[src/rtl/mux_n_skid.sv]
`default_nettype none
// ============================================================================
// Module      : mux_n_skid
// Description : N-input WIDTH-bit selector with a registered head stage and a
//               second skid entry; valid/ready on both sides, registered
//               in_ready, synchronous flush and out-of-range select flagging.
// Revision    : 1.0 - initial release
// ============================================================================
module mux_n_skid #(
    parameter int WIDTH    = 32,
    parameter int N_IN     = 4,
    parameter int SEL_W    = $clog2(N_IN),
    parameter int OOR_ZERO = 1
) (
    input  logic                  clk,
    input  logic                  rst,
    input  logic [N_IN*WIDTH-1:0] in_data,
    input  logic [SEL_W-1:0]      sel,
    input  logic                  in_valid,
    output logic                  in_ready,
    input  logic                  flush,
    output logic [WIDTH-1:0]      out_data,
    output logic [SEL_W-1:0]      out_sel,
    output logic                  out_err,
    output logic                  out_valid,
    input  logic                  out_ready
);

    localparam bit c_full_range = (N_IN == (1 << SEL_W));

    logic [WIDTH-1:0] w_sel_data;
    logic             w_hit;
    logic             w_sel_err;
    logic             w_accept;
    logic             w_emit;

    logic [WIDTH-1:0] r_main_data;
    logic [SEL_W-1:0] r_main_sel;
    logic             r_main_err;
    logic             r_main_valid;
    logic [WIDTH-1:0] r_skid_data;
    logic [SEL_W-1:0] r_skid_sel;
    logic             r_skid_err;
    logic             r_skid_valid;
    logic             r_in_ready;

    always_comb begin
        w_sel_data = (OOR_ZERO != 0) ? '0 : in_data[WIDTH-1:0];
        w_hit      = 1'b0;
        for (int k = 0; k < N_IN; k++) begin
            if (sel == SEL_W'(k)) begin
                w_sel_data = in_data[k*WIDTH +: WIDTH];
                w_hit      = 1'b1;
            end
        end
    end

    // Every encoding is a legal input when N_IN fills the select range.
    assign w_sel_err = c_full_range ? 1'b0 : !w_hit;
    assign w_accept  = in_valid && r_in_ready;
    assign w_emit    = r_main_valid && out_ready;

    always_ff @(posedge clk) begin
        if (rst) begin
            r_main_data  <= '0;
            r_main_sel   <= '0;
            r_main_err   <= 1'b0;
            r_main_valid <= 1'b0;
            r_skid_data  <= '0;
            r_skid_sel   <= '0;
            r_skid_err   <= 1'b0;
            r_skid_valid <= 1'b0;
            r_in_ready   <= 1'b1;
        end else if (flush) begin
            // Payload registers keep their contents; only occupancy clears.
            r_main_valid <= 1'b0;
            r_skid_valid <= 1'b0;
            r_in_ready   <= 1'b1;
        end else begin
            case ({r_main_valid, r_skid_valid})
                2'b00: begin
                    if (w_accept) begin
                        r_main_data  <= w_sel_data;
                        r_main_sel   <= sel;
                        r_main_err   <= w_sel_err;
                        r_main_valid <= 1'b1;
                    end
                end
                2'b10: begin
                    if (w_accept && w_emit) begin
                        r_main_data <= w_sel_data;
                        r_main_sel  <= sel;
                        r_main_err  <= w_sel_err;
                    end else if (w_accept) begin
                        r_skid_data  <= w_sel_data;
                        r_skid_sel   <= sel;
                        r_skid_err   <= w_sel_err;
                        r_skid_valid <= 1'b1;
                        r_in_ready   <= 1'b0;
                    end else if (w_emit) begin
                        r_main_valid <= 1'b0;
                    end
                end
                2'b11: begin
                    if (w_emit) begin
                        r_main_data  <= r_skid_data;
                        r_main_sel   <= r_skid_sel;
                        r_main_err   <= r_skid_err;
                        r_skid_valid <= 1'b0;
                        r_in_ready   <= 1'b1;
                    end
                end
                default: begin
                    r_main_valid <= 1'b0;
                    r_skid_valid <= 1'b0;
                    r_in_ready   <= 1'b1;
                end
            endcase
        end
    end

    assign in_ready  = r_in_ready;
    assign out_data  = r_main_data;
    assign out_sel   = r_main_sel;
    assign out_err   = r_main_err;
    assign out_valid = r_main_valid;

endmodule
`default_nettype wire

[config.mk]
export PLATFORM = sky130hd
export DESIGN_NAME = mux_n_skid
export DESIGN_NICKNAME = d
export VERILOG_FILES = /design/src/rtl/mux_n_skid.sv
export SDC_FILE = /design/constraint.sdc
export NUM_CORES = 1
export LEC_CHECK = 0
export BUFFER_PORTS_ARGS = -buffer_cell sky130_fd_sc_hd__buf_2
export CORE_ASPECT_RATIO = 1.1
export CORE_UTILIZATION = 50
export DETAILED_ROUTE_END_ITERATION = 7
export PLACE_DENSITY_LB_ADDON = 0.05
export SLEW_MARGIN = 20
export SYNTH_ARGS = -nofsm -noshare
export SYNTH_HDL_FRONTEND = slang
export SYNTH_SLANG_ARGS = --single-unit
[constraint.sdc]
create_clock -name clk -period 1.7 [get_ports clk]
set_input_delay 0.34 -clock clk [delete_from_list [all_inputs] [get_ports clk]]
set_output_delay 0.34 -clock clk [all_outputs]
set_load 0.01 [all_outputs]
==> Implementation_results.wiki <==
{| class="wikitable"
! Metric !! Value
|-
| Run status || complete, no violations
|-
| Worst skew pair latency || 0.35 ns
|-
| Cell family contributing the most delay on the critical path || compound AO/OA/AOI/OAI gates
|-
| Most common library cell in the layout ignoring fill and taps || sky130_fd_sc_hd__buf_2
|-
| Number of distinct library cells after synthesis || 34
|-
| Crit end category || register
|-
| Number of global-route vias before repair || 4441
|-
| Final worst path period need || 1.53 ns
|-
| Worst setup path class || reg2reg
|-
| Met3 Routed Length || 1150 um
|-
| Pin count of the biggest net entering global routing || 46
|-
| Top-area cell type share of the netlist area || 0.321
|-
| Die Area || 9250 um^2
|-
| Antenna Diode Count || 0
|-
| Highest routed layer || met4
|-
| Final std cells w/o fill || 719
|-
| Utilization of the core after routing || 0.659
|-
| Count of fill cells added during filler insertion || 730
|-
| DRT Pass-1 Iters || 5
|-
| Setup repair after global routing missed its margin || false
|-
| Starting DRC count in detailed routing || 236
|-
| Gr usage total || 0.287
|-
| Average size of a mapped cell || 9.88 um^2
|-
| Start of the worst register-to-register path || out_valid$_SDFFE_PP0P_
|-
| Clock tree buffer depth || 2
|-
| Final WL || 13100 um
|-
| Final antenna-violating net count || 0
|-
| Worst flop-to-flop path endpoint || out_data[17]$_SDFFE_PP0P_
|-
| Post-route setup TNS || 0 ns
|-
| Total area of sequential cells || 1420 um^2
|-
| Total I/O pin count || 172
|-
| Post-DR vias/cell || 6.14
|-
| Buffer type at the clock tree root || sky130_fd_sc_hd__clkbuf_8
|-
| Most used cells in the layout excluding fill and tap cells || sky130_fd_sc_hd__buf_2, sky130_fd_sc_hd__dfxtp_1, sky130_fd_sc_hd__nand2_1, sky130_fd_sc_hd__mux2_2, sky130_fd_sc_hd__a41oi_1
|-
| Total power divided by cell area || 726 nW/um^2
|-
| Multi-input gate area || 2710 um^2
|-
| PnR Total Power || 4.06 mW
|-
| Largest vdd supply drop || 0.401 mV
|-
| R2r setup slk || 0.17 ns
|-
| Final setup violation count || 0
|-
| Number of max-cap violations || 0
|-
| Total of buffers placed on input and output ports || 170
|-
| Num CTS Buffers || 9
|-
| Area of the core region || 8500 um^2
|-
| Number of cell rows || 35
|-
| Cell taking the most area after synthesis || sky130_fd_sc_hd__dfxtp_1
|-
| Final weighted congestion in routability-driven placement || 0.777
|-
| Longest individual stage delay on the worst path || 0.39 ns
|-
| Final #Nets || 738
|-
| Count of yosys warnings during synthesis || 0
|-
| Number of H-tree levels || 3
|-
| Crit. path cell count || 5
|-
| Leakage power figure || 2.31 nW
|-
| Synthesized instance count || 449
|-
| Via count || 4412
|-
| Layout Skew || 0.0108 ns
|-
| Half-perimeter wire length after placement || 8760 um
|-
| Number of clock sinks || 71
|-
| Met2 wire len || 6500 um
|-
| Die width || 91.8 um
|-
| Final max-slew violation count || 0
|-
| Number of gates given a new drive strength after cts || 0
|-
| Worst slack, placed || 0.0786 ns
|-
| Residual DRC || 0
|-
| First-pass GRT wire length || 21200 um
|-
| Layout overhead on the synthesized area || 26.2%
|-
| Ordered cell list for the critical path || buf_4, a21boi_4, buf_4, a22oi_1, a311oi_2
|-
| Clock transition at the registers of the reported paths || 0.08 ns
|-
| Period Utilization, post-route || 0.901
|-
| Type of the worst min-delay path || in2reg
|-
| Critical path destination || out_data[17]$_SDFFE_PP0P_
|-
| Post-synth net total || 584
|-
| Proportion of synthesized chip area in sequential cells || 0.321
|-
| CP max-delay cell || sky130_fd_sc_hd__dfxtp_1
|-
| Post-synthesis sequential element count || 71
|-
| Average detailed-routed wire length per instance || 18.2 um
|-
| Combined area of all synthesized cells || 4430 um^2
|-
| CTS tree || done
|-
| Largest fanout on the critical path || 17
|-
| Buffers and inverters on the worst path || 2
|-
| Library cell appearing most often on the critical path || sky130_fd_sc_hd__buf_4
|-
| Global-route congestion overflow total || 0
|-
| Hold buffers post-CTS || 0
|-
| Crit path launch || out_valid$_SDFFE_PP0P_
|-
| Routed metal-1 wirelength || 5240 um
|-
| Relative slew slack || 0.578
|-
| Required time worst endpoint || 1.96 ns
|-
| Final number of hold-violating endpoints || 0
|-
| Maximum frequency from static timing analysis || 0.653 GHz
|-
| Floorplan die height || 101 um
|-
| Count of placed standard cells including taps || 703
|-
| Crit path setup slack, layout || 0.168 ns
|-
| Share of layout cells above drive strength 1 || 0.512
|-
| Actual transition at the worst max-transition pin || 0.633 ns
|-
| CP Data Arrival Time || 1.79 ns
|-
| Area contributors post-synth || sky130_fd_sc_hd__dfxtp_1, sky130_fd_sc_hd__mux2_2, sky130_fd_sc_hd__a311oi_2
|-
| Type of origin of the critical path || register
|-
| Worst reg-to-reg path cell count || 5
|-
| Starting density of the core || 0.522
|-
| Number of setup buffers added after CTS || 0
|-
| Antenna violations before repair || 0
|}
[worst register-to-register path, cell delays in order, from the launching register on]
cell                       delay [ns]
sky130_fd_sc_hd__dfxtp_1         0.39
sky130_fd_sc_hd__buf_4           0.19
sky130_fd_sc_hd__a21boi_4        0.18
sky130_fd_sc_hd__buf_4           0.27
sky130_fd_sc_hd__a22oi_1         0.16
sky130_fd_sc_hd__a311oi_2        0.26
[cell families (layout without fill, tap and decap cells)]
family                 Yosys count  after routing  synth area share
buffers and inverters           57            216            0.0714
other                            1              1          0.000846
DFF                             71             71             0.321
AOI/OAI and AO/OA              143            143             0.291
and+or+nand+nor                 80             80            0.0787
muxes                           97             97             0.237
[cell usage after synthesis (all sizes together)]
cell and n:
nor4b 1, and2 1, clkbuf 13, and4bb 1, nand3 3, conb 1
mux2 64, o22ai 32, nand4bb 1, nand2b 4, o21ai 2, a211oi 2
clkinv 2, and4 1, buf 42, o211ai 1, a2bb2oi 1, mux2i 33
nand2 65, dfxtp 71, a311oi 32, a41oi 34, a22oi 32, a21o 1
nor2 1, nor3 1, nor2b 1, a21boi 1, a21oi 5
[report_power, final]
group	internal, mW	switching, mW	total (mW)
logic	0.482	0.470	0.952
registers	1.73	0.0404	1.77
clock network	0.712	0.627	1.34
[through the flow]
stage	hold slack, ns	cell area [um^2]
2_1_floorplan	0.417	4430
3_3_place_gp	0.455	5410
3_5_place_dp	0.459	5410
4_1_cts	0.234	5600
5_1_grt	0.264	5600
6_report	0.242	5600
[metal layers]
| metal | GRT usage | vias up |
|---|---|---|
| met3 | 0.0392 | 17 |
| met5 | 0 | - |
| met2 | 0.517 | 228 |
| met4 | 0.0925 | 0 |
| li1 | - | 2066 |
| met1 | 0.354 | 2101 |
[registers in the layout, summed over array words and instances (netlist names)]
register and flops:
r_skid_sel 2, out_valid 1, out_data 32, out_sel 2, r_skid_data 32, r_skid_valid 1
in_ready 1
[worst min path at each step]
| stage | from | to | cells after the start |
|---|---|---|---|
| floorplan | flush | r_skid_valid$_SDFFE_PP0P_ | 1 |
| global placement | r_skid_data[22]$_SDFFE_PP0P_ | r_skid_data[22]$_SDFFE_PP0P_ | 2 |
| detailed placement | r_skid_data[22]$_SDFFE_PP0P_ | r_skid_data[22]$_SDFFE_PP0P_ | 2 |
| CTS | flush | out_valid$_SDFFE_PP0P_ | 2 |
| global route | flush | out_valid$_SDFFE_PP0P_ | 2 |
| finish | flush | out_valid$_SDFFE_PP0P_ | 2 |
[final cells by class]
class / instances / area share
clock inverter: 4 / 0.00805
tap: 111 / 0.0248
sequential: 71 / 0.254
timing repair buffer: 198 / 0.201
multi-input combinational: 321 / 0.485
clock buffer: 12 / 0.0259
inverter: 2 / 0.00134
No activity file was read; power rests on OpenSTA's default activity.
